[config.mk]
export PLATFORM = sky130hd
export DESIGN_NAME = sram_req_responder
export DESIGN_NICKNAME = d
export VERILOG_FILES = /design/src/rtl/sram_req_responder.sv
export SDC_FILE = /design/constraint.sdc
export NUM_CORES = 1
export LEC_CHECK = 0
export CAP_MARGIN = 10
export CELL_PAD_IN_SITES_DETAIL_PLACEMENT = 1
export CELL_PAD_IN_SITES_GLOBAL_PLACEMENT = 2
export CORE_MARGIN = 8
export CORE_UTILIZATION = 26
export DETAILED_ROUTE_END_ITERATION = 8
export PLACE_DENSITY = 0.82
export SLEW_MARGIN = 25
export SYNTH_ARGS = -nofsm -noshare
export SYNTH_HDL_FRONTEND = slang
export SYNTH_SLANG_ARGS = --single-unit
[constraint.sdc]
create_clock -name clk -period 1.72 [get_ports clk]
set_clock_uncertainty 0.15 [all_clocks]
set_input_delay 0.172 -clock clk [delete_from_list [all_inputs] [get_ports clk]]
set_output_delay 0.172 -clock clk [all_outputs]
set_load 0.005 [all_outputs]
[src/rtl/sram_req_responder.sv]
// Request/response front end for a single-port synchronous SRAM macro.
// Clears the macro after reset, then serves one write or read at a time.
module sram_req_responder #(
    parameter int unsigned AW    = 8,
    parameter int unsigned DW    = 8,
    parameter int unsigned DEPTH = 256
) (
    input  logic          clk,
    input  logic          rst_n,
    input  logic          req_valid,
    output logic          req_ready,
    input  logic          req_we,
    input  logic [AW-1:0] req_addr,
    input  logic [DW-1:0] req_wdata,
    output logic          rsp_valid,
    input  logic          rsp_ready,
    output logic [DW-1:0] rsp_rdata,
    output logic          rsp_err,
    output logic          mem_en,
    output logic          mem_wen,
    output logic          mem_ren,
    output logic [AW-1:0] mem_addr,
    output logic [DW-1:0] mem_wdata,
    input  logic [DW-1:0] mem_rdata,
    output logic          init_done
);

    localparam int unsigned CW = $clog2(DEPTH + 1);

    typedef enum logic [2:0] {
        S_INIT,
        S_IDLE,
        S_WR,
        S_RD,
        S_RSP
    } state_e;

    state_e        state_q, state_d;
    logic [CW-1:0] cnt_q, cnt_d;
    logic          rd_wait_q, rd_wait_d;
    logic          rd_err_q, rd_err_d;
    logic          rsp_valid_q, rsp_valid_d;
    logic [DW-1:0] rsp_rdata_q, rsp_rdata_d;
    logic          rsp_err_q, rsp_err_d;
    logic          init_done_q, init_done_d;
    logic          mem_en_q, mem_en_d;
    logic          mem_wen_q, mem_wen_d;
    logic          mem_ren_q, mem_ren_d;
    logic [AW-1:0] mem_addr_q, mem_addr_d;
    logic [DW-1:0] mem_wdata_q, mem_wdata_d;
    logic          req_in_range_c;

    assign req_in_range_c = (32'(req_addr) < DEPTH);

    // Next-state and registered-output decode
    always_comb begin
        state_d     = state_q;
        cnt_d       = cnt_q;
        rd_wait_d   = rd_wait_q;
        rd_err_d    = rd_err_q;
        rsp_valid_d = rsp_valid_q;
        rsp_rdata_d = rsp_rdata_q;
        rsp_err_d   = rsp_err_q;
        init_done_d = init_done_q;
        mem_en_d    = 1'b0;
        mem_wen_d   = 1'b0;
        mem_ren_d   = 1'b0;
        mem_addr_d  = mem_addr_q;
        mem_wdata_d = mem_wdata_q;

        case (state_q)
            S_INIT: begin
                if (32'(cnt_q) < DEPTH) begin
                    mem_en_d    = 1'b1;
                    mem_wen_d   = 1'b1;
                    mem_addr_d  = AW'(cnt_q);
                    mem_wdata_d = '0;
                    cnt_d       = cnt_q + CW'(1);
                end else begin
                    init_done_d = 1'b1;
                    state_d     = S_IDLE;
                end
            end
            S_IDLE: begin
                if (req_valid) begin
                    mem_addr_d = req_addr;
                    mem_en_d   = req_in_range_c;
                    if (req_we) begin
                        state_d     = S_WR;
                        mem_wdata_d = req_wdata;
                        mem_wen_d   = req_in_range_c;
                    end else begin
                        state_d   = S_RD;
                        rd_wait_d = 1'b0;
                        rd_err_d  = ~req_in_range_c;
                        mem_ren_d = req_in_range_c;
                    end
                end
            end
            S_WR: begin
                state_d = S_IDLE;
            end
            // First RD cycle strobes the macro, second waits for its registered data
            S_RD: begin
                if (!rd_wait_q) begin
                    rd_wait_d = 1'b1;
                end else begin
                    state_d     = S_RSP;
                    rsp_valid_d = 1'b1;
                    rsp_err_d   = rd_err_q;
                    rsp_rdata_d = rd_err_q ? '0 : mem_rdata;
                end
            end
            S_RSP: begin
                if (rsp_ready) begin
                    rsp_valid_d = 1'b0;
                    state_d     = S_IDLE;
                end
            end
            default: begin
                state_d = S_INIT;
            end
        endcase
    end

    always_ff @(posedge clk or negedge rst_n) begin
        if (!rst_n) begin
            state_q     <= S_INIT;
            cnt_q       <= '0;
            rd_wait_q   <= 1'b0;
            rd_err_q    <= 1'b0;
            rsp_valid_q <= 1'b0;
            rsp_rdata_q <= '0;
            rsp_err_q   <= 1'b0;
            init_done_q <= 1'b0;
            mem_en_q    <= 1'b0;
            mem_wen_q   <= 1'b0;
            mem_ren_q   <= 1'b0;
            mem_addr_q  <= '0;
            mem_wdata_q <= '0;
        end else begin
            state_q     <= state_d;
            cnt_q       <= cnt_d;
            rd_wait_q   <= rd_wait_d;
            rd_err_q    <= rd_err_d;
            rsp_valid_q <= rsp_valid_d;
            rsp_rdata_q <= rsp_rdata_d;
            rsp_err_q   <= rsp_err_d;
            init_done_q <= init_done_d;
            mem_en_q    <= mem_en_d;
            mem_wen_q   <= mem_wen_d;
            mem_ren_q   <= mem_ren_d;
            mem_addr_q  <= mem_addr_d;
            mem_wdata_q <= mem_wdata_d;
        end
    end

    assign req_ready = (state_q == S_IDLE);
    assign rsp_valid = rsp_valid_q;
    assign rsp_rdata = rsp_rdata_q;
    assign rsp_err   = rsp_err_q;
    assign init_done = init_done_q;
    assign mem_en    = mem_en_q;
    assign mem_wen   = mem_wen_q;
    assign mem_ren   = mem_ren_q;
    assign mem_addr  = mem_addr_q;
    assign mem_wdata = mem_wdata_q;

endmodule

==> metrics.txt, run 1 <==
status finished, violations left; failing checks negative setup slack; # Max-Cap Violations 0; vias in the first global route 1557; Post-synth EDFFs 0; Detail Placement HPWL approximately 3700 µm; placed cell area 2570 µm²; Final Hold Viols 0; Post-Syn Nets ~160; # nets final 238; Peak VDD IR a little under 0.0006 V; global route overflow 0; largest net degree at the start of global routing 26; die area 9830 µm²; Clock H-tree levels 2; CP peak stage delay 0.43 ns; row cnt 30; drt total wl 4850 µm; CP endpoint kind flop; WP buf/inv 1; number of buffers created by CTS 5; GRT Util Overall 0.105; fmax ~570 MHz; Layout Cell Area excl Fill about 2700 µm²; WS Path Type reg2reg; Die W 99.1 µm; final setup fails 8; Final TNS setup -0.233 ns; crit share post-route 1.02; GP Congestion 0.717; dominant cell by count in the synthesized netlist dfrtp_1; required time of the critical path 1.75 ns; DR iter-0 viols 61; Antenna Nets Post-Route 0; synth top area cells dfrtp_1, mux2_2, a22o_1; PwrDens 1710 nW/µm²; Syn Area/Cell 13.5 µm²; share of cells above drive strength 1 0.263; Pins Over Slew Limit 0; Netlist cell types 32; CP Launch Type flop; Comb power frac 0.488; ys flop type dfrtp_1; worst reg2reg path endpoint mem_addr[0]; P_sw between 1000 and 1500 µW; number of synthesis warnings 0; Pwr Total roughly 4600 µW; Synth top area share 0.585; CP arrival 1.78 ns; final core occ 0.400; PnR worst setup slack -0.0360 ns; 1st-pass router iterations 3; Internal 3160 µW; Port-buffer cells 58; Crit Path Max Fanout 9; clock-pin slew on the worst setup and hold paths 0.08 ns; CTS sink count between 40 and 50; clock root cell clkbuf_8; first-pass GRT wire length 8250 µm; Worst R2R Path Depth 4; post-layout minimum cycle time 1.76 ns; Bufs on Longest Clock Path 2; largest area contributor in the netlist dfrtp_1; I/O pin cnt 60; flop2flop setup slack -0.04 ns; CTS tree built; Seq pwr share 0.371; Core ar. 6760 µm²; post-synthesis sequential area ratio 0.585; synth cell count leaders dfrtp_1, mux2_2, a22o_1, nand2_1, xnor2_1; Clk pwr share 0.141; Area Growth Syn to Fin 50.6%; worst path cell trace or2_4 > a211oi_4 > buf_12 > mux2_2; Post-synth ARST share 1.00; initial antenna violation count 0; Starting Density 0.266; DRC viols 0; detailed-route via count 1350; Avg WL per Cell between 15 and 20 µm; FF+latch count, synth between 40 and 50; worst-skew pair later-pin latency 0.29 ns; critical path's slowest cell dfrtp_1; Mapped Cells 133; Leakage 0.00119 µW; hold crit path type in2async; Vias per Instance 4.67; Chip Height 99.1 µm; Top Family by Delay on Critical Path flip-flops; RSZ-0062 raised after global routing yes; Sw Ratio 0.319; Ant. Diodes 0; FF-to-FF Start state_q[0]; Post-Syn Area between 1500 and 2000 µm²
state kept, by name, summed over array words and instances (netlist names), 3 cells and up:
name,cells
rsp_rdata,8
state_q,3
mem_wdata,8
cnt_q,9
mem_addr,8
layer usage:
metal / part of all wire / vias to the layer above / wire length [µm] / GRT usage
met2: 0.47 / 38 / 2290 / 0.166
met4: 0.012 / 0 / 60 / 0.0349
met1: 0.43 / 679 / 2080 / 0.124
met5: 0 / - / 0 / 0
li1: - / 626 / - / -
met3: 0.085 / 7 / 412 / 0.0489
how the worst max path moves through the flow:
stage | start | to | slack, ns | cells past startpoint
6_report | state_q[0] | mem_addr[0] | -0.04 | 4
5_1_grt | state_q[0] | mem_addr[7] | -0.09 | 4
4_1_cts | state_q[0] | mem_addr[2] | -0.03 | 4
3_5_place_dp | req_valid | mem_wdata[6] | -0.16 | 5
3_3_place_gp | req_valid | mem_wdata[6] | -0.12 | 5
2_1_floorplan | cnt_q[8] | mem_addr[0] | 0.02 | 3
power by group through the flow:
stage | Combinational (µW) | Sequential (µW) | Clock (µW)
global placement | 2180 | 1710 | 0
global route | 2470 | 1790 | 722
CTS | 2270 | 1710 | 697
finish | 2260 | 1720 | 653
floorplan | 1100 | 1660 | 0
detailed placement | 2240 | 1730 | 0
cell families (layout without fill, tap and decap cells):
logic type	count (synthesis)	after routing	share of synthesized area
simple gates	28	28	0.0954
compound gates	20	20	0.0954
other cells	1	1	0.00209
buf+inv	9	85	0.0244
flops	42	42	0.585
fa+ha+maj	1	1	0.00696
mux	25	25	0.157
xor+xnor	7	7	0.0341
worst register-to-register path, stage by stage (launching register included):
cell and delay (ns):
dfrtp_1 0.43, or2_4 0.29, a211oi_4 0.28, buf_12 0.17, mux2_2 0.33
layout make-up:
class / instances / area, µm²
Clock buffer: 7 / 86.3
Clock inverter: 1 / 5.00
Fill cell: 739 / 4050
Inverter: 2 / 7.51
Multi-Input combinational cell: 82 / 718
Sequential cell: 42 / 1050
Tap cell: 80 / 100
Timing Repair Buffer: 75 / 737
repair_timing:
item                                    4_1_cts  5_1_grt
gates resized for setup                       3        4
endpoints found under the setup margin       25       29
pin swaps                                     0        0
hold endpoints to repair                     17        0
setup buffers                                 1        0
hold buffers                                  1        0
stage by stage:
step,instances,setup slack [ns],hold WS (ns)
6_report,289,-0.0360,0.221
5_1_grt,289,-0.0862,0.265
4_1_cts,289,-0.0289,0.225
3_5_place_dp,279,-0.160,0.0129
3_3_place_gp,279,-0.115,0.00950
2_1_floorplan,133,0.0246,-0.274
placed cells by master, fill, tap and decap left out, drive strengths merged:
| cell | n |
|---|---|
| ha | 1 |
| clkbuf | 7 |
| and3 | 3 |
| xor2 | 1 |
| nor2b | 1 |
| dlygate4sd3 | 1 |
| dlygate4sd2 | 1 |
| nor4 | 2 |
| a21oi | 4 |
| a211oi | 2 |
| mux2 | 25 |
| o32ai | 1 |
| nand3 | 3 |
| nand4 | 4 |
| a21o | 1 |
| nor3 | 1 |
| a22o | 9 |
| clkdlybuf4s50 | 56 |
| inv | 2 |
| conb | 1 |
| buf | 17 |
| and2b | 1 |
| nand2 | 6 |
| nand3b | 2 |
| dfrtp | 42 |
| a211o | 1 |
| a41o | 1 |
| nor2 | 4 |
| o41ai | 1 |
| clkinv | 1 |
| or2 | 1 |
| xnor2 | 6 |
Note: power is estimated with default switching activity, not from simulation.
==> run 2: changes to the inputs <==
==> constraint.sdc (replaced) <==
create_clock -name clk -period 1.72 [get_ports clk]
set_clock_uncertainty 0.15 [all_clocks]
set_input_delay 0.172 -clock clk [delete_from_list [all_inputs] [get_ports clk]]
set_output_delay 0.172 -clock clk [all_outputs]
set_load 0.05 [all_outputs]
==> metrics.txt, run 2 (synthesized netlist as in run 1, its figures left out) <==
status finished, violations left; failing checks negative setup slack; CP endpoint kind flop; initial antenna violation count 0 (unchanged); clock root cell clkbuf_8; DR iter-0 viols 38 (-38%); Final TNS setup -0.0678 ns (+0.165 ns); post-layout minimum cycle time 1.74 ns (-0.0142 ns); Seq pwr share 0.297 (-0.074); CP startpoint state_q[0]; DRC viols 0 (unchanged); max reg flops 9 (unchanged); vias in the first global route 1595 (+2.4%); Pins Over Slew Limit 0 (unchanged); Antenna Nets Post-Route 0 (unchanged); Crit Path Max Fanout 5 (-4); WS Path Type reg2reg; FF-to-FF Start state_q[0]; critical path's slowest cell dfrtp_1; Top Family by Delay on Critical Path flip-flops; GRT Util Overall 0.107 (+0.00173); drt total wl 5080 µm (+4.8%); Sw Ratio 0.454 (+0.135); RSZ-0062 raised after global routing yes; Ant. Diodes 0 (unchanged); CTS tree built; number of buffers created by CTS 5 (unchanged); required time of the critical path 1.75 ns (about the same); CTS sink count 42 (unchanged); global route overflow 0 (unchanged); Final Hold Viols 0 (unchanged); Bufs on Longest Clock Path 2 (unchanged); first-pass GRT wire length 8320 µm (+0.92%); clock-pin slew on the worst setup and hold paths 0.08 ns (about the same); Internal 3160 µW (+0.13%); CP peak stage delay 0.42 ns (about the same); CP arrival 1.77 ns (about the same); Clk pwr share 0.115 (-0.026); Area Growth Syn to Fin 48.2%; PwrDens 2170 nW/µm² (+27%); PnR worst setup slack -0.0218 ns (+0.0142 ns); detailed-route via count 1376 (+1.9%); share of cells above drive strength 1 0.425 (+0.161); # Max-Cap Violations 0 (unchanged); most frequent cells in the layout buf_4, dfrtp_1, clkdlybuf4s50_1; Die W 99.1 µm (unchanged); row cnt 30 (unchanged); GP Congestion 0.737 (+2.8%); Core ar. 6760 µm² (unchanged); Detail Placement HPWL 3730 µm (+1.8%); 1st-pass router iterations 4 (+1); hold crit path type in2async; WP buf/inv 1 (unchanged); worst-skew pair later-pin latency 0.29 ns (about the same); Starting Density 0.266 (unchanged); fmax 574 MHz (+0.81%); Clock H-tree levels 2 (unchanged); Avg WL per Cell 17.4 µm (+3.7%); Port-buffer cells 58 (unchanged); Vias per Instance 4.71 (+0.88%); Peak VDD IR 0.000933 V (+57%); Leakage 0.00126 µW (+5.9%); largest net degree at the start of global routing 20 (-23%); P_sw 2620 µW (+78%); Chip Height 99.1 µm (unchanged); final setup fails 5 (-3); crit share post-route 1.01 (-0.00825); I/O pin cnt 60 (unchanged); leading cell type in the layout, fill and taps excluded buf_4; Setup WS pre-CTS -0.158 ns (+0.00180 ns); Comb power frac 0.588 (+0.100); # nets final 241 (+1.3%); die area 9830 µm² (unchanged); worst path cell trace or2_4 > a211oi_4 > buf_6 > mux2_4; Largest Register cnt_q; CP Launch Type flop
-- run 2: changes by cell type in the layout (fill, tap and decap cells not counted), moves of 6 or more --
cell             change
buf_4               +32
clkdlybuf4s50_1     -29
mux2_2               -6
mux2_4               +6
-- run 2: final timing paths --
check | to | slack [ns] | cells past startpoint
max | mem_addr[4] | -0.02 | 4
min | cnt_q[3] | 0.20 | 2
max reg2reg | mem_addr[4] | -0.02 | 4
min reg2reg | init_done | 0.32 | 1
max in group asynchronous | rsp_rdata[0] | 0.63 | 3
min in group clk | init_done | 0.32 | 1
-- run 2: layout make-up --
cell class	instances	area (µm²)
clock buffers	7	86.3
well taps	80	100
flip-flops and latches	42	1050
inverters	2	7.51
multi-input cells	82	737
repair buffers	78	674
fillers	743	4090
clock inverters	1	5.00
-- run 2: per-layer routing --
metal | up-vias | track usage | share of wire
met2 | 41 | 0.187 | 0.50
met1 | 695 | 0.113 | 0.41
li1 | 637 | - | -
met4 | 0 | 0.0279 | 0.0069
met5 | - | 0 | 0
met3 | 3 | 0.0524 | 0.083
-- run 2: power by group through the flow --
| stage | Clock, µW | Sequential [µW] | Combinational (µW) |
|---|---|---|---|
| floorplan | 0 | 2660 | 1160 |
| global placement | 0 | 1720 | 3180 |
| detailed placement | 0 | 1740 | 3230 |
| CTS | 703 | 1740 | 3500 |
| global route | 739 | 1770 | 3620 |
| finish | 665 | 1720 | 3400 |
-- run 2: what timing repair did --
item | 4_1_cts | 5_1_grt
resized for setup | 8 | 6
hold buffers | 1 | 0
gates cloned | 1 | 1
buffers inserted | 2 | 2
endpoints found under the setup margin | 9 | 12
hold endpoints to repair | 17 | 0
pin swaps | 2 | 4
-- run 2: metrics by stage --
step | hold slack [ns] | util | total power (µW) | std cells | cell area [µm²]
3_3_place_gp | -0.00837 | 0.370 | 4900 | 279 | 2500
4_1_cts | 0.208 | 0.395 | 5940 | 291 | 2670
6_report | 0.200 | 0.394 | 5780 | 292 | 2660
2_1_floorplan | -0.274 | - | 3820 | 133 | 1800
3_5_place_dp | -0.00443 | 0.370 | 4970 | 279 | 2500
5_1_grt | 0.237 | 0.394 | 6130 | 292 | 2660
